[src/rtl/pipeline_hazard_ctrl_pkg.sv]
// Shared codes for the 5-stage hazard sequencer: forwarding selects, FSM states, NOP field values.
package pipeline_hazard_ctrl_pkg;

  localparam int REG_NUM_W = 5;

  localparam logic [1:0] FWD_REG = 2'd0;
  localparam logic [1:0] FWD_EX  = 2'd1;
  localparam logic [1:0] FWD_MA  = 2'd2;
  localparam logic [1:0] FWD_RW  = 2'd3;

  typedef enum logic [1:0] {
    ST_RUN    = 2'd0,
    ST_DRAIN  = 2'd1,
    ST_HALTED = 2'd2
  } state_e;

  // Field values the stage registers load when bubble_ex / flush_id is asserted
  localparam int   NOP_ALUCODE  = 0;
  localparam logic NOP_REG_WE   = 1'b0;
  localparam logic NOP_IS_STORE = 1'b0;

  typedef struct packed {
    logic [REG_NUM_W-1:0] num;
    logic                 we;
  } wb_tag_t;

endpackage

[src/rtl/pipeline_hazard_ctrl_forward_unit.sv]
// Operand source select for one ID source register: youngest producer wins, x0 never forwards.
module forward_unit
  import pipeline_hazard_ctrl_pkg::*;
(
  input  logic [REG_NUM_W-1:0] src_num,
  input  logic                 use_src,
  input  wb_tag_t              ex_tag,
  input  logic                 is_load_ex,
  input  wb_tag_t              ma_tag,
  input  wb_tag_t              rw_tag,
  output logic [1:0]           fwd_sel
);

  always_comb begin
    fwd_sel = FWD_REG;
    if (use_src && (src_num != '0)) begin
      // a load in EX has no data yet; the load-use stall covers it
      if (ex_tag.we && !is_load_ex && (ex_tag.num == src_num)) fwd_sel = FWD_EX;
      else if (ma_tag.we && (ma_tag.num == src_num))           fwd_sel = FWD_MA;
      else if (rw_tag.we && (rw_tag.num == src_num))           fwd_sel = FWD_RW;
    end
  end

endmodule

[src/rtl/pipeline_hazard_ctrl.sv]
// Hazard sequencer for the IF/ID/EX/MA/RW pipe: enables, flush/bubble, load-use stall, halt drain.
// Define PERF_COUNTERS_EN to add stall_cnt/flush_cnt/wait_cnt event counters.
module pipeline_hazard_ctrl
  import pipeline_hazard_ctrl_pkg::*;
#(
  parameter int DRAIN_CYCLES = 2
`ifdef PERF_COUNTERS_EN
  , parameter int CNT_W = 32
`endif
) (
  input  logic                 clk,
  input  logic                 rst,
  input  logic [REG_NUM_W-1:0] src1_num_id,
  input  logic [REG_NUM_W-1:0] src2_num_id,
  input  logic                 use_src1_id,
  input  logic                 use_src2_id,
  input  logic [REG_NUM_W-1:0] dst_num_ex,
  input  logic                 reg_we_ex,
  input  logic                 is_load_ex,
  input  logic                 is_halt_ex,
  input  logic                 br_redirect_ex,
  input  logic [REG_NUM_W-1:0] dst_num_ma,
  input  logic                 reg_we_ma,
  input  logic [REG_NUM_W-1:0] dst_num_rw,
  input  logic                 reg_we_rw,
  input  logic                 mem_wait,
  output logic                 en_if,
  output logic                 en_id,
  output logic                 en_ex,
  output logic                 bubble_ex,
  output logic                 flush_id,
  output logic                 pc_redirect,
  output logic [1:0]           fwd_sel1,
  output logic [1:0]           fwd_sel2,
  output logic                 halted
`ifdef PERF_COUNTERS_EN
  , output logic [CNT_W-1:0]   stall_cnt
  , output logic [CNT_W-1:0]   flush_cnt
  , output logic [CNT_W-1:0]   wait_cnt
`endif
);

  localparam int DC_W = $clog2(DRAIN_CYCLES + 1);

  state_e          state_q, state_d;
  logic [DC_W-1:0] drain_cnt_q, drain_cnt_d;
  logic            halted_q, halted_d;
  logic [1:0]      fwd1_raw, fwd2_raw;
  logic            load_use;
  wb_tag_t         ex_tag, ma_tag, rw_tag;

  assign ex_tag = '{num: dst_num_ex, we: reg_we_ex};
  assign ma_tag = '{num: dst_num_ma, we: reg_we_ma};
  assign rw_tag = '{num: dst_num_rw, we: reg_we_rw};

  forward_unit u_fwd1 (
    .src_num(src1_num_id), .use_src(use_src1_id), .ex_tag(ex_tag), .is_load_ex(is_load_ex),
    .ma_tag(ma_tag), .rw_tag(rw_tag), .fwd_sel(fwd1_raw)
  );

  forward_unit u_fwd2 (
    .src_num(src2_num_id), .use_src(use_src2_id), .ex_tag(ex_tag), .is_load_ex(is_load_ex),
    .ma_tag(ma_tag), .rw_tag(rw_tag), .fwd_sel(fwd2_raw)
  );

  assign load_use = reg_we_ex && is_load_ex && (dst_num_ex != '0) &&
                    ((use_src1_id && (src1_num_id == dst_num_ex)) ||
                     (use_src2_id && (src2_num_id == dst_num_ex)));

  always_comb begin
    state_d     = state_q;
    drain_cnt_d = drain_cnt_q;
    en_if       = 1'b1;
    en_id       = 1'b1;
    en_ex       = 1'b1;
    bubble_ex   = 1'b0;
    flush_id    = 1'b0;
    pc_redirect = 1'b0;
    case (state_q)
      ST_HALTED: begin
        en_if = 1'b0;
        en_id = 1'b0;
        en_ex = 1'b0;
      end
      ST_DRAIN: begin
        en_if = 1'b0;
        en_id = 1'b0;
        if (mem_wait) begin
          en_ex = 1'b0;
        end else begin
          bubble_ex   = 1'b1;
          drain_cnt_d = drain_cnt_q + 1'b1;
          if (drain_cnt_q == DC_W'(DRAIN_CYCLES - 1)) state_d = ST_HALTED;
        end
      end
      default: begin
        if (mem_wait) begin
          en_if = 1'b0;
          en_id = 1'b0;
          en_ex = 1'b0;
        end else if (br_redirect_ex) begin
          pc_redirect = 1'b1;
          flush_id    = 1'b1;
          bubble_ex   = 1'b1;
        end else if (is_halt_ex) begin
          // halt moves on to MA behind a bubble; younger instrs are squashed
          en_if     = 1'b0;
          en_id     = 1'b0;
          bubble_ex = 1'b1;
          flush_id  = 1'b1;
          state_d   = ST_DRAIN;
        end else if (load_use) begin
          en_if     = 1'b0;
          en_id     = 1'b0;
          bubble_ex = 1'b1;
        end
      end
    endcase
    halted_d = (state_d == ST_HALTED);
    if (rst) begin
      en_if       = 1'b0;
      en_id       = 1'b0;
      en_ex       = 1'b0;
      bubble_ex   = 1'b1;
      flush_id    = 1'b1;
      pc_redirect = 1'b0;
    end
  end

  always_ff @(posedge clk or posedge rst) begin
    if (rst) begin
      state_q     <= ST_RUN;
      drain_cnt_q <= '0;
      halted_q    <= 1'b0;
    end else begin
      state_q     <= state_d;
      drain_cnt_q <= drain_cnt_d;
      halted_q    <= halted_d;
    end
  end

  assign fwd_sel1 = rst ? FWD_REG : fwd1_raw;
  assign fwd_sel2 = rst ? FWD_REG : fwd2_raw;
  assign halted   = halted_q;

`ifdef PERF_COUNTERS_EN
  logic             stall_ev, flush_ev, wait_ev;
  logic [CNT_W-1:0] stall_cnt_q, stall_cnt_d, flush_cnt_q, flush_cnt_d, wait_cnt_q, wait_cnt_d;

  // events count only while running; DRAIN and HALTED leave the counters untouched
  always_comb begin
    wait_ev     = (state_q == ST_RUN) && mem_wait;
    flush_ev    = (state_q == ST_RUN) && !mem_wait && br_redirect_ex;
    stall_ev    = (state_q == ST_RUN) && !mem_wait && !br_redirect_ex && !is_halt_ex && load_use;
    stall_cnt_d = stall_cnt_q + CNT_W'(stall_ev);
    flush_cnt_d = flush_cnt_q + CNT_W'(flush_ev);
    wait_cnt_d  = wait_cnt_q + CNT_W'(wait_ev);
  end

  always_ff @(posedge clk or posedge rst) begin
    if (rst) begin
      stall_cnt_q <= '0;
      flush_cnt_q <= '0;
      wait_cnt_q  <= '0;
    end else begin
      stall_cnt_q <= stall_cnt_d;
      flush_cnt_q <= flush_cnt_d;
      wait_cnt_q  <= wait_cnt_d;
    end
  end

  assign stall_cnt = stall_cnt_q;
  assign flush_cnt = flush_cnt_q;
  assign wait_cnt  = wait_cnt_q;
`endif

endmodule
[config.mk]
export PLATFORM = sky130hd
export DESIGN_NAME = pipeline_hazard_ctrl
export DESIGN_NICKNAME = d
export VERILOG_FILES = /design/src/rtl/pipeline_hazard_ctrl_pkg.sv /design/src/rtl/pipeline_hazard_ctrl_forward_unit.sv /design/src/rtl/pipeline_hazard_ctrl.sv
export SDC_FILE = /design/constraint.sdc
export NUM_CORES = 1
export LEC_CHECK = 0
export BUFFER_PORTS_ARGS = -buffer_cell sky130_fd_sc_hd__buf_2
export CAP_MARGIN = 15
export CORE_MARGIN = 10
export CORE_UTILIZATION = 46
export CTS_BUF_LIST = sky130_fd_sc_hd__clkbuf_16
export CTS_CLUSTER_DIAMETER = 80
export DETAILED_ROUTE_END_ITERATION = 7
export GPL_ROUTABILITY_DRIVEN = 0
export PLACE_DENSITY = 0.91
export SETUP_SLACK_MARGIN = 0.4
export SLEW_MARGIN = 20
export SYNTH_ARGS = -nofsm -noshare
export SYNTH_HDL_FRONTEND = slang
export SYNTH_SLANG_ARGS = --single-unit
export TNS_END_PERCENT = 100
[constraint.sdc]
create_clock -name clk -period 2.62 [get_ports clk]
set_input_delay 0.262 -clock clk [delete_from_list [all_inputs] [get_ports clk]]
set_output_delay 0.262 -clock clk [all_outputs]
set_load 0.01 [all_outputs]
Word-level counts from Yosys, hierarchy flattened
Cells that the tools add are included. Widths: inputs -> output; s select.

Add/subtract/negate cells: 1. Multiply operators: 0. Div/mod/pow operators: 0. Order comparisons: 0. Eq/ne operators: 12. Shift operators: 0. Muxes and demuxes: 40. Bitwise gates (word level): 1. Reductions and logical operators: 21.

Operator list (count): $eq 5x5->1 (8); $mux 2 (15); $mux 1 (23); $reduce_bool 5->1 (3); $logic_and 1x1->1 (14); $eq 2x1->1 const B (2); $eq 2x2->1 const B (2); $pmux 2 s2 (1); $add 2x1->2 const B (1); $pmux 1 s2 (1); $reduce_and 2->1 (1); $reduce_or 2->1 (1); $logic_not 1->1 (1); $logic_or 1x1->1 (1); $not 1->1 (1).

Bits in registers: 5. Bits in latches: 0. Memory bits (writable): 0. Bits in read-only memories: 0. Output and inout port bits: 11. Logic and storage cells: 78. Memories: 0.

Longest topological paths before layout
Depth after elaboration: 10. Depth in mapped cells: 7. Gate-level depth less buffers: 7.

Modules after synthesis
Synthesis repeated with hierarchy kept, for this count alone.

Cell total of the unflattened synthesis: 114. Area, all modules: 952.2 µm².

By module, submodules not included: pipeline_hazard_ctrl (times used 1, cells each 60, area an instance 501.7 µm²); forward_unit (times used 2, cells each 27, area an instance 225.2 µm²).

Worst setup path after synthesis
Ideal clock, no wire load.

Path type: input-to-output. Start point: input dst_num_ex[0]. End point: output en_if. Arrival: 1.363 ns. Data required time: 2.358 ns. Slack: 0.995 ns. Cell stages on the path: 5. Path buffers: 1. Path through: or3_1 > o311a_1 > a21oi_1 > o21a_1 > buf_4.

Word-level cells in the longest chain between the ends: 10. Elaborated cells between the ends (all ways): 14.

Ends and longest elaborated chain: start, declared (line pipeline_hazard_ctrl.sv:17) `input logic [REG_NUM_W-1:0] dst_num_ex,`; $eq 5x5->1, on equally long branches (line pipeline_hazard_ctrl.sv:67, pipeline_hazard_ctrl.sv:68); $logic_and 1x1->1, on equally long branches (line pipeline_hazard_ctrl.sv:67, pipeline_hazard_ctrl.sv:68); $logic_or 1x1->1 (line pipeline_hazard_ctrl.sv:67) `((use_src1_id && (src1_num_id == dst_num_ex)) ||`; $logic_and 1x1->1 (*) (line pipeline_hazard_ctrl.sv:66) `assign load_use = reg_we_ex && is_load_ex && (dst_num_ex != '0) &&`; $mux 1 (*) (6 in series); end, declared (line pipeline_hazard_ctrl.sv:27) `output logic en_if,`.

Every way passes the cells marked *; elsewhere a longest branch is shown, timed or not.

Worst setup path after layout
Start point: input src1_num_id[1]. End point: output fwd_sel1[1].

Word-level cells in the longest chain between the ends: 7. Elaborated cells between the ends (all ways): 13.

Ends and longest elaborated chain: start, declared (line pipeline_hazard_ctrl.sv:13) `input logic [REG_NUM_W-1:0] src1_num_id,`; $eq 5x5->1 (line pipeline_hazard_ctrl_forward_unit.sv:20) `else if (rw_tag.we && (rw_tag.num == src_num)) fwd_sel = FWD_RW;`; $logic_and 1x1->1 (line pipeline_hazard_ctrl_forward_unit.sv:20); $mux 2 (line pipeline_hazard_ctrl_forward_unit.sv:20); $mux 2 (line pipeline_hazard_ctrl_forward_unit.sv:19) `else if (ma_tag.we && (ma_tag.num == src_num)) fwd_sel = FWD_MA;`; $mux 2 (line pipeline_hazard_ctrl_forward_unit.sv:18) `if (ex_tag.we && !is_load_ex && (ex_tag.num == src_num)) fwd_sel = FWD_EX;`; $mux 2 (*) (line pipeline_hazard_ctrl_forward_unit.sv:16) `if (use_src && (src_num != '0)) begin`; $mux 2 (*) (line pipeline_hazard_ctrl.sv:142) `assign fwd_sel1 = rst ? FWD_REG : fwd1_raw;`; end, declared (line pipeline_hazard_ctrl.sv:33) `output logic [1:0] fwd_sel1,`.

Marks and branches as above.

==> results.toml <==
[place]
hpwl_mm = 2.29
dp.cells = 164
io_buffers = 46
placed_area_um2 = 1020

[setup_path]
critPathMaxFanout = 4
crit_type = "primary input to output port"
arrival_ns = 1.63
crit_path_end_kind = "output port"
start_kind = "primary input"
cp.required_ns = 2.36
r2r_slack_ns = 0.86

[cells_and_area]
diodes = 0
layout_commonest_cell = "buf_2"
finalNonFillerCells = 168
stdcell_area_um2 = 1100
mostFrequentLayoutCells = "46 x buf_2, 16 x xor2_1, 15 x xnor2_1"
fillers = 124
layout.nets = 192
drive_gt1_frac = 0.322
area_growth_pct = 41.5

[yosys]
synth_area_per_cell_um2 = 7.53
ys_seq_area_frac = 0.161
netlist_instances = 103
synth_edf_count = 0
synth_cell_types = 26
syn_area_um2 = 776
synth_ff_type = "dfrtp_1"
ys_seq_elements = 5
async_flop_share = 1.00
synth_nets = 142
yosysWarningCount = 0

[floorplanning]
die_y_um = 61.1
ioPinCount = 47
die_w_um = 61.1
coreArea_um2 = 1560
dieArea_um2 = 3730
initial_core_util = 0.498
placementRows = 14

[routing]
drc_errors = 0
wl_per_cell_um = 15.8
firstDrtPassIters = 4
vias = 910
drt-total-wl_mm = 2.66
viasPerCell = 5.42
ant_nets = 0
drt_iter0_markers = 17

[cts]
clk_latency_ns = 0.22
cts_tree = "built"
cts_buffers = 3
ctsHoldBuffers = 0
htreeDepth = 1
clock_path_buffers = 2
cts_resized = 0
cts.clk_slew.worst_paths_ns = 0.03
postCtsSetupBuffers = 0
cts_root_buffer = "clkbuf_16"
cts_sinks = 5

[timing]
relSlewSlack = 0.715
hold_violations = 0
tightest_slew_ns = 0.423
fin_crit_sh = 0.720
clock_skew_ns = 0.0000656
rsz0062_at_grt = "no"
fmax_ghz = 0.530
fin_crit_ns = 1.89
setup_viol = 0
whs_ns = 0.0116
fin_tns_setup_ns = 0
slew_viol_final = 0

[power]
p_leak_nw = 0.523
p_per_area_nw_per_um2 = 391
design_power_total_uw = 429
peakVddDrop_mv = 0.453

[grt]
grt_pass1_vias = 895
grt_pass1_wl_mm = 3.84
grt_max_degree = 10
overflow = 0
antenna_found_initial = 0
track_usage = 0.132

[job]
maxCapViolations = 0

[min_path]
hold_class = "primary input to asynchronous set/reset pin"

[status]
status = "complete, no violations"
## state kept, by name, indices dropped and copies added, names as in the netlist
register	count
halted	1
state_q	2
drain_cnt_q	2
## stage by stage
stage	setup WS, ns	util
global route	0.677	0.704
global placement	0.850	0.653
finish	0.732	0.704
detailed placement	0.800	0.653
floorplan	0.995	-
CTS	0.792	0.704
## final timing paths
kind	from	endpoint	depth (start not counted)
max in group asynchronous	rst	drain_cnt_q[1]	2
min in group clk	br_redirect_ex	state_q[0]	4
hold / removal	rst	state_q[1]	2
hold reg to reg	drain_cnt_q[1]	drain_cnt_q[1]	2
setup reg to reg	state_q[0]	halted	7
setup / recovery	src1_num_id[1]	fwd_sel1[1]	7
## where the power goes
group          internal, mW  leakage, nW  switching, mW
logic                0.0529        0.422         0.0596
registers            0.0778       0.0594              0
clock network         0.197       0.0423         0.0422
## logic make-up after synthesis
group,share of synthesized area
and+or+nand+nor,0.285
adders and majority gates,0.0484
AOI/OAI and AO/OA,0.116
xor gates and xnor gates,0.350
DFF,0.161
buffers and inverters,0.0387
## area by class of cell
cell class / instances / area, µm² / area share
Timing Repair Buffer: 46 / 230 / 0.210
Sequential cell: 5 / 125 / 0.114
Multi-Input combinational cell: 91 / 621 / 0.566
Inverter: 6 / 22.5 / 0.0205
Clock buffer: 3 / 75.1 / 0.0684
Clock inverter: 1 / 3.75 / 0.00342
Tap cell: 16 / 20.0 / 0.0182
## critical path, cell delays in order
cell and delay (ns):
buf_2 0.14, xor2_1 0.15, nor4_1 0.43, nand3_1 0.17, nor2b_1 0.16, nor3_1 0.15, buf_2 0.17
## synthesized netlist by cell type (all sizes together) (3+ instances only)
library cell | instances | share of area
dfrtp | 5 | 0.16
xor2 | 16 | 0.18
nand2 | 7 | 0.034
inv | 6 | 0.029
nor3 | 7 | 0.045
ha | 3 | 0.048
xnor2 | 15 | 0.17
nand3 | 6 | 0.039
nor4 | 5 | 0.040
a21oi | 4 | 0.026
o21ai | 3 | 0.019
nor2 | 7 | 0.034
## layer usage
metal	GRT usage	vias up	wire (µm)
met3	0.0267	2	202
met5	0	-	0
li1	-	458	-
met1	0.139	420	986
met2	0.266	30	1450
met4	0.0163	0	16
(Power assumes the default switching activity.)
